$ cat src/rtl/inst_fetch_queue_pkg.sv
// Shared pipeline types for the instruction fetch queue.
`default_nettype none

package inst_fetch_queue_pkg;

  typedef struct packed {
    logic [31:0] inst;
    logic [31:0] pc;
  } fq_entry_t;

  localparam logic [31:0] NOP_INST = 32'h0;

endpackage

`default_nettype wire

$ cat src/rtl/inst_fetch_queue_ram.sv
// inst_fetch_queue_ram: DEPTH x fq_entry_t storage, synchronous write, asynchronous read.
`default_nettype none

module inst_fetch_queue_ram
  import inst_fetch_queue_pkg::*;
#(
  parameter int DEPTH = 8
) (
  input  logic                     clk,
  input  logic                     we,
  input  logic [$clog2(DEPTH)-1:0] waddr,
  input  fq_entry_t                wdata,
  input  logic [$clog2(DEPTH)-1:0] raddr,
  output fq_entry_t                rdata
);

  fq_entry_t mem [DEPTH];

  always_ff @(posedge clk) begin
    if (we) mem[waddr] <= wdata;
  end

  assign rdata = mem[raddr];

endmodule

`default_nettype wire

$ cat src/rtl/inst_fetch_queue.sv
// inst_fetch_queue: show-ahead decoupling FIFO between IM and decode, rev 1.0.
// Optional same-cycle empty-queue bypass enabled by defining IFQ_BYPASS_EN.
`default_nettype none

module inst_fetch_queue
  import inst_fetch_queue_pkg::*;
#(
  parameter int DEPTH        = 8,
  parameter int AFULL_MARGIN = 2
) (
  input  logic                     clk,
  input  logic                     rst,
  input  logic [31:0]              in_inst,
  input  logic [31:0]              in_pc,
  input  logic                     in_valid,
  input  logic                     flush,
  output logic                     stall_out,
  output logic [31:0]              out_inst,
  output logic [31:0]              out_pc,
  output logic                     out_valid,
  input  logic                     out_ready,
  output logic [$clog2(DEPTH):0]   count,
  output logic                     overflow
);

  localparam int AW = $clog2(DEPTH);
  localparam int CW = AW + 1;
  localparam logic [CW-1:0] FULL  = CW'(DEPTH);
  localparam logic [CW-1:0] AFULL = CW'(DEPTH - AFULL_MARGIN);

  logic [AW-1:0] wr_ptr;
  logic [AW-1:0] rd_ptr;
  fq_entry_t     head;
  fq_entry_t     wdata;
  logic          q_valid;
  logic          bypass;
  logic          pass_through;
  logic          deq;
  logic          enq;
  logic          drop;

  assign q_valid = (count != '0);

`ifdef IFQ_BYPASS_EN
  assign bypass = !q_valid && in_valid && !flush;
`else
  assign bypass = 1'b0;
`endif

  // A bypassed word taken by decode in the same cycle never touches storage.
  assign pass_through = bypass && out_ready;
  assign deq          = q_valid && out_ready && !flush;
  assign enq          = in_valid && !flush && !pass_through && (count != FULL || deq);
  assign drop         = in_valid && !flush && (count == FULL) && !deq;

  assign out_valid = q_valid || bypass;
  assign stall_out = (count >= AFULL);
  assign wdata     = '{inst: in_inst, pc: in_pc};

  always_comb begin
    out_inst = NOP_INST;
    out_pc   = 32'h0;
    if (q_valid) begin
      out_inst = head.inst;
      out_pc   = head.pc;
    end else if (bypass) begin
      out_inst = in_inst;
      out_pc   = in_pc;
    end
  end

  always_ff @(posedge clk or negedge rst) begin
    if (!rst) begin
      wr_ptr <= '0;
      rd_ptr <= '0;
      count  <= '0;
    end else if (flush) begin
      wr_ptr <= '0;
      rd_ptr <= '0;
      count  <= '0;
    end else begin
      if (enq) wr_ptr <= wr_ptr + AW'(1);
      if (deq) rd_ptr <= rd_ptr + AW'(1);
      count <= count + CW'(enq) - CW'(deq);
    end
  end

  always_ff @(posedge clk or negedge rst) begin
    if (!rst) begin
      overflow <= 1'b0;
    end else if (drop) begin
      overflow <= 1'b1;
    end
  end

  inst_fetch_queue_ram #(
    .DEPTH(DEPTH)
  ) u_ram (
    .clk  (clk),
    .we   (enq),
    .waddr(wr_ptr),
    .wdata(wdata),
    .raddr(rd_ptr),
    .rdata(head)
  );

endmodule

`default_nettype wire

$ cat config.mk
export PLATFORM = sky130hd
export DESIGN_NAME = inst_fetch_queue
export DESIGN_NICKNAME = d
export VERILOG_FILES = /design/src/rtl/inst_fetch_queue_pkg.sv /design/src/rtl/inst_fetch_queue_ram.sv /design/src/rtl/inst_fetch_queue.sv
export SDC_FILE = /design/constraint.sdc
export NUM_CORES = 1
export LEC_CHECK = 0
export BUFFER_PORTS_ARGS = -buffer_cell sky130_fd_sc_hd__buf_4
export CORE_MARGIN = 2
export CORE_UTILIZATION = 45
export CTS_CLUSTER_SIZE = 30
export DETAILED_ROUTE_END_ITERATION = 10
export GPL_TIMING_DRIVEN = 0
export PLACE_DENSITY = 0.69
export SYNTH_ARGS = -nofsm -noshare
export SYNTH_HDL_FRONTEND = slang
export SYNTH_SLANG_ARGS = --single-unit
$ cat constraint.sdc
create_clock -name clk -period 6.9 [get_ports clk]
set_clock_uncertainty 0.1 [all_clocks]
set_input_delay 1.035 -clock clk [delete_from_list [all_inputs] [get_ports clk]]
set_output_delay 1.035 -clock clk [all_outputs]
set_load 0.01 [all_outputs]
==> run metrics, run 1 <==
Clock Power Share=32.0%; Fin Hold WS=0.159 ns; GRT overflow=0; PD cells=340 nW/um^2; clock transition at the registers of the reported paths=0.06 ns; initial antenna violation count=2; complex-gate fraction of the synthesized area=3.26%; full die area=46000 um^2; initial DRC count=644; worst-skew pair later-pin latency=0.61 ns; Synthesis Warnings=0; TritonCTS clock tree=done; RSZ-0062 raised after global routing=no; WS Path Type=register to primary output; Area Overhead vs Synth=19.3%; Synth area leader=edfxtp_1; Avg WL per Cell=24.6 um; top layer in use=met5; Starting Density=45.4%; fin crit period=4.48 ns; Inst Count DP=1588; chip width=214 um; pre-CTS setup slack=2.94 ns; TritonRoute pass-1 iters=5; Final ANT Viol Nets=0; P_sw=2110 uW; sw frac=26.1%; Clock Sinks=523; Internal=5970 uW; reg2reg setup slack=3.57 ns; final hold violations=0; hold_buf cts=0; Max-Cap Viols=0; cts repair resizes=0; post-CTS setup buffers=0; gr usage total=18.2%; Post-Synthesis Cells=829; vias per inst=5.51; DIE HEIGHT=214 um; largest net degree at the start of global routing=26; final cell count without fillers=1681; CP max FO=10; Tightest Pin Transition=1.13 ns; FP Rows=77; Setup violations, final=0; status=finished clean; syn nets=907; # port buffers=138; simple-gate share of the synthesized area=1.03%; post-DP HPWL=26000 um; Setup crit start kind=register; met3 WL=2310 um; required time worst endpoint=5.76 ns; Max Transition Viols Final=0; Cell variety after synth=38; post-synth top area share=77.1%; highest clock rate=0.223 GHz; WL final=41300 um; Data arrival, critical path=3.35 ns; CTS Root Cell=clkbuf_16; combinational power share=23.1%; Avg Cell Area, Syn=24.0 um^2; GPL Wtd Cong=0.743; Post-Syn Area=19900 um^2; core area=43900 um^2; main area contributors after synthesis=edfxtp_1, mux4_2, a22o_1; Max-slew headroom=24.4%; ys async rst share=2.10%; met2 routed WL=20600 um; Longest Clk Path Bufs=3; final setup margin=2.42 ns; CP Capture Type=primary output; Static Leak=0.00780 uW; vias=9262; period utilisation layout=64.9%; predominant post-synthesis flop cell=edfxtp_1; flops & latches, synth=523; layout cells sized above 1=35.8%; Synth Area in Adders=0.603%; fin nets=1128; largest family of logic cells by synthesized area=multiplexers; io pins=140; wl on met1=17500 um; Reg power frac=44.9%; Inserted Clock Buffers=52; Pwr Total=8090 uW; fillers=3418; mux share of post-synthesis cell area=14.8%; htree depth=2; vias in the first global route=9742; drc violations=0; Post-Synth XOR/XNOR Area=0.0439%; first-pass GRT wire length=62200 um; worst hold path type=primary input to async pin; number of synthesized flops with an enable pin=512; maximum vdd drop=0.206 mV; sequential-to-total area share from yosys stat=78.5%
## through the flow
stage	cell area (um^2)	utilization, %	TNS [ns]
after detailed placement	22200	50.6	0
after floorplan	19900	-	0
after CTS	23800	54.1	0
after global placement	21700	49.4	-965.56
final	23800	54.1	0
after global routing	23800	54.1	0
## cell usage after synthesis (2+ instances only)
cell / count
nor3_1: 2
buf_6: 5
a21oi_1: 4
mux4_2: 121
dfrtp_1: 11
nor2b_1: 6
clkbuf_1: 13
o21ai_0: 2
a22o_1: 64
buf_1: 7
nand2b_1: 5
nand2_1: 3
ha_1: 8
mux4_1: 7
buf_2: 12
inv_1: 5
nor2_1: 12
buf_8: 2
edfxtp_1: 512
o211ai_1: 3
buf_12: 5
a21o_1: 2
nand3_1: 2
mux2_1: 2
## registers in the layout, summed over array words and instances (netlist names)
signal	flops
overflow	1
count	4
wr_ptr	3
rd_ptr	3
u_ram.mem	512
## power groups by stage
stage | sequential [uW] | combinational, uW | clock (uW)
global route | 3640 | 2010 | 2770
detailed placement | 3700 | 1910 | 0
floorplan | 3710 | 1130 | 0
CTS | 3630 | 1920 | 2640
finish | 3630 | 1870 | 2590
global placement | 3720 | 1860 | 0
## cells in the final DEF, fill, tap and decap left out, types with 3 or more instances in the layout
cell type,synthesis,final
buf_2,12,12
buf_1,7,7
buf_4,0,140
buf_12,5,16
edfxtp_1,512,512
inv_1,5,5
dfrtp_1,11,11
mux4_2,121,121
buf_8,2,3
buf_6,5,17
mux4_1,7,7
nor2_1,12,6
a22o_1,64,64
clkinv_1,0,12
nor2b_1,6,6
a21oi_1,4,4
nor2_4,0,6
clkbuf_1,13,28
ha_1,8,8
clkinv_2,0,8
clkbuf_16,0,52
nand2b_1,5,5
nand2_1,3,3
o211ai_1,3,3
buf_16,0,3
## kinds of logic after synthesis
group,after synthesis
xor gates and xnor gates,1
DFF,523
buffers and inverters,50
muxes,132
AOI/OAI and AO/OA,78
and+or+nand+nor,36
adders and majority gates,9
## layer usage
metal,vias up,GRT usage [%]
met5,-,0
met4,2,5.74
met2,235,29.9
li1,4019,-
met1,4947,24.5
met3,59,3.89
## critical path, cell delays in order, from the launching register on
cell,delay [ns]
dfrtp_1,0.38
inv_1,0.09
ha_1,0.23
nor3b_4,0.18
nor2_1,0.86
clkbuf_1,0.57
a22o_1,0.29
buf_4,0.14
## final timing paths
check,start,endpoint,cells past startpoint
max,count[2],out_pc[26],7
min in group clk,overflow,overflow,1
min,rst,count[1],1
max reg2reg,count[2],u_ram.mem[1][56],8
min reg2reg,overflow,overflow,1
max in group asynchronous,rst,rd_ptr[2],1
## layout make-up
type                            count  area [um^2]  share of cell area (%)
Sequential cell                   523        15700                    65.8
Multi-Input combinational cell    256         3990                    16.8
Timing Repair Buffer              167         1500                    6.32
Clock buffer                       67         1360                    5.71
Tap cell                          592          741                    3.11
Buffer                             44          322                    1.35
Clock inverter                     25          194                   0.815
Inverter                            6         22.5                  0.0947
Antenna cell                        1         2.50                  0.0105
No activity file was read; power rests on OpenSTA's default activity.
==> run 2: changes to the inputs <==
Settings changed: ABC_AREA set to 1.
Clock period 6.9 ns to 4.34 ns, I/O delays scaled along.
==> run 2 against run 1 <==
  * Die area increased by 5.1%
  * Global-route usage increased by 3.9 points
  * Critical path depth increased by 2
  * Total power increased by 93%
  * Synthesized area increased by 5.2%
  * Largest cell class unchanged
  * Clock power increased by 63%
  * Utilization decreased by 0.24 points
  * Cell area increased by 4.8%
  * Combinational power increased to 3.0 times the previous value
  * Sequential cell count unchanged
  * Register-to-register slack got worse by 2.6 ns
  * Wire length increased by 29%
==> run metrics, run 2 <==
slowest CP cell=clkbuf_1; FP Rows=79 (+2.6%); Clock Power Share=27.1% (-4.9 points); initial antenna violation count=4 (+2); Final ANT Viol Nets=0 (unchanged); clock transition at the registers of the reported paths=0.06 ns (about the same); number of synthesized flops with an enable pin=512 (unchanged); post-CTS setup buffers=0 (unchanged); Inst Count DP=2511 (+58%); required time worst endpoint=3.59 ns (-2.17 ns); CTS Root Cell=clkbuf_16; Internal=10100 uW (+69%); Hold Crit Depth=2; Static Leak=0.00881 uW (+13%); max FFs per register=512 (unchanged); first-pass GRT wire length=80400 um (+29%); vias per inst=5.36 (-2.7%); worst hold path type=primary input to register; Longest Clk Path Bufs=3 (unchanged); Avg Cell Area, Syn=12.1 um^2 (-50%); R2R depth=12 (+4); FF/Latch Area=15700 um^2 (unchanged); fin crit period=3.54 ns; Avg WL per Cell=20.4 um (-17%); Most Frequent Cell on Critical Path=buf_4; flops & latches, synth=523 (unchanged); fin nets=2038 (+81%); DIE HEIGHT=220 um (+2.5%); biggest regs=u_ram.mem (512), count (4); fillers=3824 (+12%); highest clock rate=0.282 GHz; initial DRC count=1360 (+110%); RSZ-0062 raised after global routing=no; GRT overflow=0 (unchanged); io pins=140 (unchanged); Reg power frac=37.2% (-7.7 points); Clock Sinks=523 (unchanged); final cell count without fillers=2613 (+55%); gr usage total=22.0% (+3.9 points); largest family of logic cells by synthesized area=simple AND/OR/NAND/NOR gates; Max-Cap Viols=0 (unchanged); Synth top cells by count=nor2_1, edfxtp_1, o21ai_0; htree depth=2 (unchanged); Setup violations, final=0 (unchanged); critical hold path startpoint=flush; Synth area leader=edfxtp_1; RR Startpoint=count[2]; top-count cell post-synth=nor2_1; CP max FO=10 (unchanged); TritonCTS clock tree=done; # port buffers=139 (+0.72%); sw frac=35.4% (+9.3 points); Inserted Clock Buffers=53 (+1.9%); mux share of post-synthesis cell area=0% (-15 points); multi-input logic area=4750 um^2 (+19%); worst-skew pair later-pin latency=0.58 ns (-0.03 ns); simple-gate share of the synthesized area=13.9% (+13 points); status=finished clean; commonest non-fill, non-tap cell in the layout=nor2_1; Synthesis Warnings=0 (unchanged); Hold Path End=count[1]; WL final=53200 um (+29%); maximum vdd drop=0.337 mV (+63%); vias in the first global route=13900 (+42%); ys async rst share=2.10% (unchanged); GPL Wtd Cong=0.789 (+6.1%); full die area=48400 um^2 (+5.1%); post-synth top area share=73.3% (-3.8 points); TritonRoute pass-1 iters=6 (+1); Top reg by flops=u_ram.mem; CP max stage delay=0.45 ns (-0.41 ns); PD cells=627 nW/um^2 (+84%); vias=14000 (+51%); main area contributors after synthesis=edfxtp_1, nor2_1, o21ai_0; critical path, cell by cell=buf_6 > inv_2 > buf_4 > clkbuf_1 > o21ai_0 > nand3_1 > nand2_1 > nor2_1 > buf_4; syn nets=1806 (+99%); Tightest Pin Transition=0.942 ns (-0.188 ns); Data arrival, critical path=2.79 ns (-0.56 ns); Fin Hold WS=0.163 ns (+0.00404 ns); P_sw=5540 uW (+160%); Post-Synth XOR/XNOR Area=0.125% (+0.081 points); Pwr Total=15600 uW (+93%); utilization of the core after routing=53.9% (-0.24 points); Post-Place Cell Area=23300 um^2 (+5.0%); Max-slew headroom=37.0% (+13 points); Setup crit start kind=register; final hold violations=0 (unchanged); Synth Area in Adders=0.573% (-0.030 points); post-DP HPWL=34900 um (+34%); Cell variety after synth=25 (-34%); period utilisation layout=81.6%; combinational power share=35.7% (+13 points); commonest non-fill, non-tap cells in the layout=nor2_1, edfxtp_1, o21ai_0; design area=24900 um^2 (+4.8%); Post-Synthesis Cells=1728 (+110%); hold_buf cts=1 (+1); Post-Syn Area=21000 um^2 (+5.2%); Starting Density=45.3% (about the same); largest net degree at the start of global routing=29 (+12%); CP Capture Type=primary output; predominant post-synthesis flop cell=edfxtp_1; drc violations=0 (unchanged); cts repair resizes=0 (unchanged); core area=46300 um^2 (+5.3%); WS Path Type=register to primary output; sequential-to-total area share from yosys stat=74.6% (-3.9 points); worst reg2reg path endpoint=u_ram.mem[5][62]; complex-gate fraction of the synthesized area=7.82% (+4.6 points); layout cells sized above 1=14.9% (-21 points); Area Overhead vs Synth=18.9%; chip width=220 um (+2.5%); Max Transition Viols Final=0 (unchanged); reg2reg setup slack=1.02 ns (-2.55 ns)
-- run 2: how the worst max path moves through the flow --
stage / start / endpoint / slack [ns] / cells after the start
global placement: flush / u_ram.mem[3][61] / -6.24 / 6
finish: rd_ptr[0] / out_inst[0] / 0.80 / 9
detailed placement: flush / u_ram.mem[5][62] / 0.74 / 11
floorplan: flush / u_ram.mem[1][0] / -1.91 / 5
CTS: count[2] / out_pc[11] / 0.76 / 8
global route: rd_ptr[0] / out_inst[0] / 0.61 / 9
-- run 2: power by group through the flow --
| stage | clock, uW | combinational [uW] | sequential [uW] |
|---|---|---|---|
| final | 4230 | 5580 | 5820 |
| after global routing | 4500 | 6190 | 5830 |
| after CTS | 4290 | 5610 | 5820 |
| after detailed placement | 0 | 5580 | 5920 |
| after global placement | 0 | 5440 | 5950 |
| after floorplan | 0 | 3190 | 5930 |
-- run 2: layer usage --
metal / track usage, % / up-vias / share of wire, %
li1: - / 6554 / -
met1: 29.1 / 6810 / 41
met2: 36.5 / 550 / 49
met3: 3.89 / 91 / 7.5
met4: 8.55 / 2 / 2.6
met5: 0 / - / 0.028
-- run 2: stage by stage --
step	TNS, ns	setup slack, ns
floorplan	-489.86	-1.91
global placement	-1749.24	-6.24
detailed placement	0	0.736
CTS	0	0.764
global route	0	0.608
finish	0	0.799
-- run 2: area by class of cell --
class / count / share of cell area, %
sequential: 523 / 62.8
clock buffer: 70 / 5.61
antenna: 3 / 0.0301
multi-input combinational: 1088 / 19.1
buffer: 105 / 2.32
inverter: 12 / 0.181
tap: 607 / 3.05
clock inverter: 28 / 0.723
timing repair buffer: 177 / 6.27
-- run 2: worst max-delay path: cells and delay by family (launching register included) --
family / cells / cell delay, ns
flops: 1 / 0.39
simple gates: 3 / 0.45
compound gates: 1 / 0.19
buf+inv: 5 / 1.15
-- run 2: kinds of logic after synthesis --
| family | count (synthesis) |
|---|---|
| adders and majority gates | 9 |
| buffers and inverters | 117 |
| AOI/OAI and AO/OA | 327 |
| DFF | 523 |
| xor gates and xnor gates | 3 |
| and+or+nand+nor | 749 |
